==> src/rtl/sym2bin_pkg.sv <==
// Shared definitions for the symbol-to-bin serializer: FSM state encoding,
// default geometry, prefix length and the bin-index width helper.
// No ports (package only).
package sym2bin_pkg;

  typedef enum logic [1:0] {
    IDLE   = 2'd0,
    PREFIX = 2'd1,
    SUFFIX = 2'd2
  } s2b_state_e;

  // The bin index walks the unary prefix (0..MAX_UNARY) and, for escapes,
  // the suffix bit positions (SYM_W-1..0); it must cover the larger span.
  function automatic int s2b_idx_w(input int sym_w, input int max_unary);
    int span;
    span = (max_unary + 1 > sym_w) ? max_unary + 1 : sym_w;
    return (span > 1) ? $clog2(span) : 1;
  endfunction

  localparam int S2B_SYM_W      = 4;
  localparam int S2B_MAX_UNARY  = 3;
  localparam int S2B_CNT_W      = 16;
  localparam int S2B_PREFIX_LEN = S2B_MAX_UNARY + 1;
  localparam int S2B_IDX_W      = s2b_idx_w(S2B_SYM_W, S2B_MAX_UNARY);

endpackage

==> src/rtl/sym2bin_code_gen.sv <==
// Combinational bin decode: current bin value/ctx/bypass/last and the
// state/index to move to after a non-final bin transfer. Zero latency, no handshake.
// Ports: i_state/i_sym/i_idx in; o_bin_* and o_nxt_state/o_nxt_idx out.
// Macro SYM2BIN_ESCAPE_EN builds the escape (SUFFIX) decode; without it bypass is 0.
module sym2bin_code_gen
  import sym2bin_pkg::*;
#(
  parameter int SYM_W      = S2B_SYM_W,
  parameter int PREFIX_LEN = S2B_PREFIX_LEN,
  parameter int IDX_W      = S2B_IDX_W
) (
  input  s2b_state_e         i_state,
  input  logic [SYM_W-1:0]   i_sym,
  input  logic [IDX_W-1:0]   i_idx,
  output logic               o_bin_value,
  output logic               o_bin_last,
  output logic               o_bin_bypass,
  output logic [1:0]         o_bin_ctx,
  output s2b_state_e         o_nxt_state,
  output logic [IDX_W-1:0]   o_nxt_idx
);

  always_comb begin
    o_bin_value  = 1'b0;
    o_bin_last   = 1'b0;
    o_bin_bypass = 1'b0;
    o_bin_ctx    = 2'd0;
    o_nxt_state  = i_state;
    o_nxt_idx    = i_idx;
    case (i_state)
      PREFIX: begin
        o_bin_ctx   = 2'(i_idx);
        // For escape symbols every prefix bin is 1, which this compare gives
        // for free because idx never exceeds MAX_UNARY < sym.
        o_bin_value = int'(i_idx) < int'(i_sym);
        o_nxt_idx   = i_idx + IDX_W'(1);
        if (int'(i_sym) < PREFIX_LEN) begin
          o_bin_last = (int'(i_idx) == int'(i_sym));
        end
`ifdef SYM2BIN_ESCAPE_EN
        else if (int'(i_idx) == PREFIX_LEN - 1) begin
          o_nxt_state = SUFFIX;
          o_nxt_idx   = IDX_W'(SYM_W - 1);
        end
`endif
      end
`ifdef SYM2BIN_ESCAPE_EN
      SUFFIX: begin
        o_bin_value  = i_sym[i_idx];
        o_bin_bypass = 1'b1;
        o_bin_last   = (i_idx == '0);
        o_nxt_idx    = i_idx - IDX_W'(1);
      end
`endif
      default: ;
    endcase
  end

endmodule

==> src/rtl/sym_bin_serializer.sv <==
// Serializes accepted symbols into truncated-unary bins, one bin per clock.
// Latency: symbol accepted in cycle N -> first bin valid in cycle N+1; back-to-back symbols have no bubble.
// Backpressure: bins hold while bin_valid & !bin_ready; sym_ready is combinational from bin_ready on the last bin.
// Ports: sys_clk, sys_reset (async active-low); sym_in/sym_valid/sym_ready symbol side;
//   bin_value/bin_ctx/bin_bypass/bin_last/bin_valid/bin_ready bin side; sym_count emitted-symbol counter.
// Macro SYM2BIN_ESCAPE_EN: escape coding (prefix "1111" + raw SYM_W-bit suffix); otherwise symbols saturate to MAX_UNARY.
module sym_bin_serializer
  import sym2bin_pkg::*;
#(
  parameter int SYM_W     = S2B_SYM_W,
  parameter int MAX_UNARY = S2B_MAX_UNARY,
  parameter int CNT_W     = S2B_CNT_W
) (
  input  logic             sys_clk,
  input  logic             sys_reset,
  input  logic [SYM_W-1:0] sym_in,
  input  logic             sym_valid,
  output logic             sym_ready,
  output logic             bin_value,
  output logic [1:0]       bin_ctx,
  output logic             bin_bypass,
  output logic             bin_last,
  output logic             bin_valid,
  input  logic             bin_ready,
  output logic [CNT_W-1:0] sym_count
);

  localparam int PREFIX_LEN = MAX_UNARY + 1;
  localparam int IDX_W      = s2b_idx_w(SYM_W, MAX_UNARY);

  s2b_state_e       r_state;
  logic [SYM_W-1:0] r_sym;
  logic [IDX_W-1:0] r_idx;
  logic [CNT_W-1:0] r_sym_count;

  s2b_state_e       w_nxt_state;
  logic [SYM_W-1:0] w_nxt_sym;
  logic [IDX_W-1:0] w_nxt_idx;
  logic [CNT_W-1:0] w_nxt_count;
  s2b_state_e       w_cg_state;
  logic [IDX_W-1:0] w_cg_idx;
  logic [SYM_W-1:0] w_sym_lat;
  logic             w_bin_xfer;
  logic             w_sym_acc;

  sym2bin_code_gen #(
    .SYM_W      (SYM_W),
    .PREFIX_LEN (PREFIX_LEN),
    .IDX_W      (IDX_W)
  ) u_code_gen (
    .i_state      (r_state),
    .i_sym        (r_sym),
    .i_idx        (r_idx),
    .o_bin_value  (bin_value),
    .o_bin_last   (bin_last),
    .o_bin_bypass (bin_bypass),
    .o_bin_ctx    (bin_ctx),
    .o_nxt_state  (w_cg_state),
    .o_nxt_idx    (w_cg_idx)
  );

  assign bin_valid  = (r_state != IDLE);
  assign w_bin_xfer = bin_valid & bin_ready;
  assign sym_ready  = (r_state == IDLE) | (w_bin_xfer & bin_last);
  assign w_sym_acc  = sym_valid & sym_ready;
  assign sym_count  = r_sym_count;

`ifdef SYM2BIN_ESCAPE_EN
  assign w_sym_lat = sym_in;
`else
  // Without escape coding, large symbols collapse onto the longest unary code.
  assign w_sym_lat = (int'(sym_in) > MAX_UNARY) ? SYM_W'(MAX_UNARY) : sym_in;
`endif

  always_comb begin
    w_nxt_state = r_state;
    w_nxt_sym   = r_sym;
    w_nxt_idx   = r_idx;
    w_nxt_count = r_sym_count;
    if (w_bin_xfer) begin
      if (bin_last) begin
        w_nxt_state = IDLE;
        w_nxt_count = r_sym_count + CNT_W'(1);
      end else begin
        w_nxt_state = w_cg_state;
        w_nxt_idx   = w_cg_idx;
      end
    end
    // Acceptance only happens in IDLE or on the final bin, so it overrides
    // the return to IDLE and chains the next symbol without a bubble.
    if (w_sym_acc) begin
      w_nxt_state = PREFIX;
      w_nxt_sym   = w_sym_lat;
      w_nxt_idx   = '0;
    end
  end

  always_ff @(posedge sys_clk or negedge sys_reset) begin
    if (!sys_reset) begin
      r_state     <= IDLE;
      r_sym       <= '0;
      r_idx       <= '0;
      r_sym_count <= '0;
    end else begin
      r_state     <= w_nxt_state;
      r_sym       <= w_nxt_sym;
      r_idx       <= w_nxt_idx;
      r_sym_count <= w_nxt_count;
    end
  end

endmodule

==> config.mk <==
export PLATFORM = sky130hd
export DESIGN_NAME = sym_bin_serializer
export DESIGN_NICKNAME = d
export VERILOG_FILES = /design/src/rtl/sym2bin_pkg.sv /design/src/rtl/sym2bin_code_gen.sv /design/src/rtl/sym_bin_serializer.sv
export SDC_FILE = /design/constraint.sdc
export NUM_CORES = 1
export LEC_CHECK = 0
export CORE_ASPECT_RATIO = 1.25
export CORE_MARGIN = 4
export CORE_UTILIZATION = 47
export CTS_CLUSTER_SIZE = 10
export DETAILED_ROUTE_END_ITERATION = 8
export HOLD_SLACK_MARGIN = 0.03
export PLACE_DENSITY = 0.78
export SLEW_MARGIN = 20
export SYNTH_ARGS = -nofsm -noshare
export SYNTH_HDL_FRONTEND = slang
export SYNTH_SLANG_ARGS = --single-unit
export TNS_END_PERCENT = 100
==> constraint.sdc <==
create_clock -name sys_clk -period 2.4 [get_ports sys_clk]
set_clock_uncertainty 0.1 [all_clocks]
set_input_delay 0.6 -clock sys_clk [delete_from_list [all_inputs] [get_ports sys_clk]]
set_output_delay 0.6 -clock sys_clk [all_outputs]
set_load 0.005 [all_outputs]
==> metrics, run 1 <==
final setup violation count 0; Synth Register Bits 23; CP Max Fanout 10; clock latency on the worst-skew pair a little over 0.3 ns; CP arrival 1.63 ns; global route overflow 0; fin crit period between 2 and 2.5 ns; largest net degree at the start of global routing 24; Area Overhead vs Synth 40.3%; Iter 0 DRT Violations 4; antenna violations before repair 0; Setup Crit Path Kind reg -> out; Routed Wire Length 2300 um; syn_nets 120; Crit. End Element primary output; vias in the first global route 940; Routed WL per cell roughly 13 um; Finished Layout Cells between 150 and 200; Seq/Total Area, Yosys 0.496; fill count roughly 190; initial core utilization 0.509; Synth Flop Type dfrtp_1; Fmax 430 MHz; Max Cap Viol 0; met3 global-route usage 0.0283; Synth Warn # 0; via count 935; share of post-route cells with drive strength above 1 0.191; commonest non-fill, non-tap cells in the layout clkdlybuf4s50_1 (26), dfrtp_1 (23), xnor2_1 (13), buf_4 (12), nand2_1 (10); largest area contributor in the netlist dfrtp_1; Final period util 0.969; GPL Wtd Cong between 0.7 and 0.8; pwr dens 944 mW/mm^2; grt peak-use layer met2; met1 track demand over resource 0.179; ys async rst share 1.00; largest cells by area after synthesis dfrtp_1 (50%), xnor2_1 (9.8%), nor4_4 (3.7%); crit-path cells and2_1 > clkdlybuf4s50_1; total power 1.54 mW; WP data required ~1.7 ns; DIE AREA between 0.003 and 0.004 sq mm; setup TNS 0 ns; DP HPWL between 1500 and 2000 um; drt first pass iters 4; worst hold-check path type reg -> reg; CP startpoint kind flop; CTS Buffer Depth 2; CTS tree done; vias per cell about 5.1; Clock transition at path regs ~0.13 ns; Max Slew Vio Count 0; final hold violations 0; top cell type's share of synthesized area 0.496; Largest stage delay, worst path 0.58 ns; library cells used by synthesis 29; CTS Sinks 23; DRC viols 0; unrepaired setup endpoints after global routing false; Die X 52.5 um; run status finished clean; CTS Buf Count 3; Avg Cell Area, Syn between 10 and 15 sq um; Vert. Die Dim about 64 um; number of synthesized flops with an enable pin 0; Total GRT Usage 0.151; htree depth 1; maximum VDD drop 0.821 mV; CTS Root Cell clkbuf_4; first-pass GRT wire length about 3800 um; leakage power between 0.6 and 0.7 nW; CTS Hold Buffers Added 0; Mapped Area roughly 0.0012 sq mm; Syn Inst Count between 100 and 150; nets about 160; Placed Cells about 180; final core utilization 0.714; most common cell after layout, fill and taps aside clkdlybuf4s50_1; DRT antenna net count 0; # diodes 0; core area 0.00228 sq mm; Rows 19; GRT met2 Usage 0.261; Max stage delay cell, worst path dfrtp_1; # IOs 31; port buffer count 29
## power breakdown
group | internal (mW) | switching [mW] | total, mW | leakage, nW
Sequential | 0.459 | 0.0908 | 0.550 | 0.293
Combinational | 0.485 | 0.327 | 0.812 | 0.357
Clock | 0.0622 | 0.114 | 0.176 | 0.0177
## sequential cells by signal (all words and copies together) (netlist names)
signal	cells
r_state	1
sym_count	16
r_sym	4
r_idx	2
## layer usage
layer  vias to the layer above  routed length, um
met4                         0                 28
met3                         4                115
met5                         -                  0
met2                        26               1190
met1                       443                974
li1                        462                  -
## timing repair
action	4_1_cts	5_1_grt
resized for setup	11	5
setup endpoints to repair	3	3
pin swaps	2	2
setup buffers	3	1
## logic make-up after synthesis
logic type,after synthesis,synth area share
flip-flops,23,0.496
buffers and inverters,8,0.0302
XOR/XNOR,15,0.113
AND/OR/NAND/NOR,47,0.261
other,1,0.00323
adder cells (fa/ha/maj),3,0.0323
multiplexers,1,0.00970
AO/OA/AOI/OAI,11,0.0550
## cell type report
class                   instances  area [sq um]  share of cell area
flip-flops and latches         23           576               0.353
inverters                       6          22.5              0.0138
well taps                      31          38.8              0.0238
repair buffers                 41           370               0.227
multi-input cells              78           594               0.365
clock inverters                 1          5.00             0.00307
clock buffers                   3          22.5              0.0138
## synth_stat cells (2+ instances only)
cell type / n
dfrtp_1: 23
a31oi_1: 2
xor2_1: 2
nor4_4: 2
nand3_1: 8
ha_1: 3
a21oi_1: 4
nand2_1: 10
and2_1: 5
nor2_1: 4
nor3_1: 5
nand4_1: 4
o21ai_0: 2
inv_1: 6
or2_1: 2
xnor2_1: 13
nand2b_1: 2
## through the flow
stage	setup slack [ns]	hold WS, ns	cell area (sq um)
after detailed placement	-0.0966	0.361	1540
after floorplan	0.466	0.204	1160
after global routing	0.00631	0.395	1630
after CTS	-0.0333	0.382	1610
final	0.0745	0.373	1630
after global placement	-0.0907	0.362	1540
## critical path, delay by kind of cell (launching register included)
family                 cells  cell delay [ns]
and+or+nand+nor            1             0.22
buffers and inverters      1             0.51
DFF                        1             0.58
## path summary, 6_finish.rpt
| kind | startpoint | end | slack [ns] | cells after the start |
|---|---|---|---|---|
| setup / recovery | r_state[0]$_DFFE_PN0P_ | bin_ctx[0] | 0.07 | 2 |
| hold / removal | sym_count[15]$_DFFE_PN0P_ | sym_count[15]$_DFFE_PN0P_ | 0.37 | 1 |
| setup reg to reg | r_sym[0]$_DFFE_PN0P_ | sym_count[7]$_DFFE_PN0P_ | 0.56 | 6 |
| hold reg to reg | sym_count[15]$_DFFE_PN0P_ | sym_count[15]$_DFFE_PN0P_ | 0.37 | 1 |
| max in group asynchronous | sys_reset | r_sym[2]$_DFFE_PN0P_ | 1.46 | 2 |
| min in group asynchronous | sys_reset | sym_count[8]$_DFFE_PN0P_ | 0.51 | 2 |
No activity file was read; power rests on OpenSTA's default activity.
==> run 2, diff against run 1 <==
Settings changed: ABC_AREA set to 0.
==> results of run 2 <==
The final DEF is identical to that of run 1; final timing and power are the same.
==> run 3, diff against run 2 <==
Settings changed: CORE_MARGIN 4 to unset, SLEW_MARGIN 20 to unset.
==> run 3 against run 2 <==
The flow now finishes with violations (setup timing). Clock-buffer cell count up 1. Design area up 4.3%. Utilization up 3.9 points. Worst setup slack worse by 0.097 ns. Combinational power up 27%. Critical path depth up 3. Critical path type unchanged. Critical endpoint is now bin_value. Largest cell class unchanged.
==> metrics, run 3 (same netlist as run 1, synthesis figures left out) <==
worst setup path start r_idx[1]$_DFFE_PN0P_; WP data required approximately 1.7 ns; Die X ~46 um; Max Slew Vio Count 0; CTS Hold Buffers Added 0; area occupied by multi-input gates about 610 sq um; Placed Cells between 150 and 200; unrepaired setup endpoints after global routing true; antenna violations before repair 0; hold_sp sym_count[15]$_DFFE_PN0P_; first-pass GRT wire length 4260 um; design area ~0.0017 sq mm; nets 170; CTS Buf Count 3; largest net degree at the start of global routing 24; GPL Wtd Cong 0.748; CTS tree done; commonest non-fill, non-tap cells in the layout clkdlybuf4s50_1 (26), dfrtp_1 (23), buf_4 (16), xnor2_1 (13), nand2_1 (10); fill count ~150; via count between 900 and 1000; Clock transition at path regs approximately 0.12 ns; CTS Buffer Depth 2; CP arrival between 1.5 and 2 ns; Vert. Die Dim 57.6 um; run status finished, violations left; drt first pass iters 4; final worst slack -0.0225 ns; Routed WL per cell around 15 um; Final period util 1.01; Total GRT Usage 0.220; Finished Layout Cells 189; clock latency on the worst-skew pair roughly 0.30 ns; vias per cell 5.22; CP Max Fanout 3; Routed Wire Length 2770 um; initial core utilization 0.514; fin crit period about 2.4 ns; most common cell after layout, fill and taps aside clkdlybuf4s50_1; final hold violations 0; final core utilization 0.752; Largest register FFs 16; final setup violation count 1; # IOs 31; placed cell area 0.00154 sq mm; DP HPWL about 1800 um; pwr dens between 1000 and 1500 mW/mm^2; worst hold-check path type reg -> reg; DIE AREA roughly 0.0027 sq mm; total power 1.77 mW; Setup Crit Path Kind reg -> out; failing checks setup timing; CP startpoint kind flop; register area approximately 580 sq um; share of post-route cells with drive strength above 1 0.228; DRC viols 0; port buffer count 29; Fmax just over 400 MHz; leakage power about 0.70 nW; # diodes 0; CTS Root Cell clkbuf_4; Hold WS around 0.38 ns; Max Cap Viol 0; core area between 0.002 and 0.0025 sq mm; Area Overhead vs Synth 46.3%; R2R Path Start r_sym[0]$_DFFE_PN0P_; vias in the first global route between 900 and 1000; CTS Sinks 23; DRT antenna net count 0; Iter 0 DRT Violations 20; htree depth 1; global route overflow 0; Crit. End Element primary output; Rows 19; maximum VDD drop 0.840 mV
-- run 3: changes by cell type in the layout (fill, tap and decap cells not counted) --
cell / previous run / this run
dlygate4sd2_1: 0 / 1
a21oi_1: 3 / 4
clkinv_2: 1 / 0
buf_6: 0 / 2
clkbuf_1: 0 / 1
o21ai_1: 1 / 0
a21oi_2: 1 / 0
clkdlybuf4s15_1: 1 / 0
nand4bb_4: 0 / 1
nand4bb_1: 1 / 0
o21ai_2: 0 / 2
buf_4: 12 / 16
o21ai_0: 2 / 1
-- run 3: worst max-delay path, cell delays in order, from the launching register on --
cell and delay, ns:
dfrtp_1 0.47, ha_4 0.29, buf_6 0.12, a21oi_1 0.15, o21a_1 0.16, dlygate4sd2_1 0.24
-- run 3: stage by stage --
| stage | worst slack [ns] | setup TNS [ns] |
|---|---|---|
| floorplan | 0.466 | 0 |
| global placement | -0.0863 | -0.0863 |
| detailed placement | -0.116 | -0.116 |
| CTS | -0.00310 | -0.00310 |
| global route | -0.0624 | -0.131 |
| finish | -0.0225 | -0.0225 |
-- run 3: where the power goes --
part / leakage (nW) / switching, mW / internal (mW)
Sequential: 0.293 / 0.101 / 0.459
Combinational: 0.387 / 0.407 / 0.621
Clock: 0.0150 / 0.113 / 0.0647
Total: 0.696 / 0.621 / 1.14
-- run 3: layout make-up --
type / instances / area share
Tap cell: 31 / 0.0228
Clock buffer: 4 / 0.0155
Inverter: 6 / 0.0133
Multi-Input combinational cell: 78 / 0.362
Timing Repair Buffer: 47 / 0.248
Sequential cell: 23 / 0.339
-- run 3: path summary, 6_finish.rpt --
kind	depth (start not counted)	slack (ns)	to
worst max-delay path	5	-0.02	bin_value
worst min-delay path	1	0.38	sym_count[15]$_DFFE_PN0P_
worst max register to register	13	0.01	r_idx[0]$_DFFE_PN0P_
worst min register to register	1	0.38	sym_count[15]$_DFFE_PN0P_
max in group asynchronous	2	1.45	r_idx[1]$_DFFE_PN0P_
min in group asynchronous	2	0.53	sym_count[6]$_DFFE_PN0P_
-- run 3: what timing repair did --
item                                    in CTS  in global routing
hold endpoints to repair                     0                  0
buffers inserted                             8                  2
pin swaps                                    3                  3
endpoints found under the setup margin       3                  5
resized for setup                           11                  9
-- run 3: routing by layer --
layer / vias up / part of all wire / track usage
met1: 486 / 0.42 / 0.282
met4: 0 / 0.017 / 0.0714
met2: 26 / 0.54 / 0.365
met5: - / 0 / 0
li1: 471 / - / -
met3: 4 / 0.026 / 0.0348
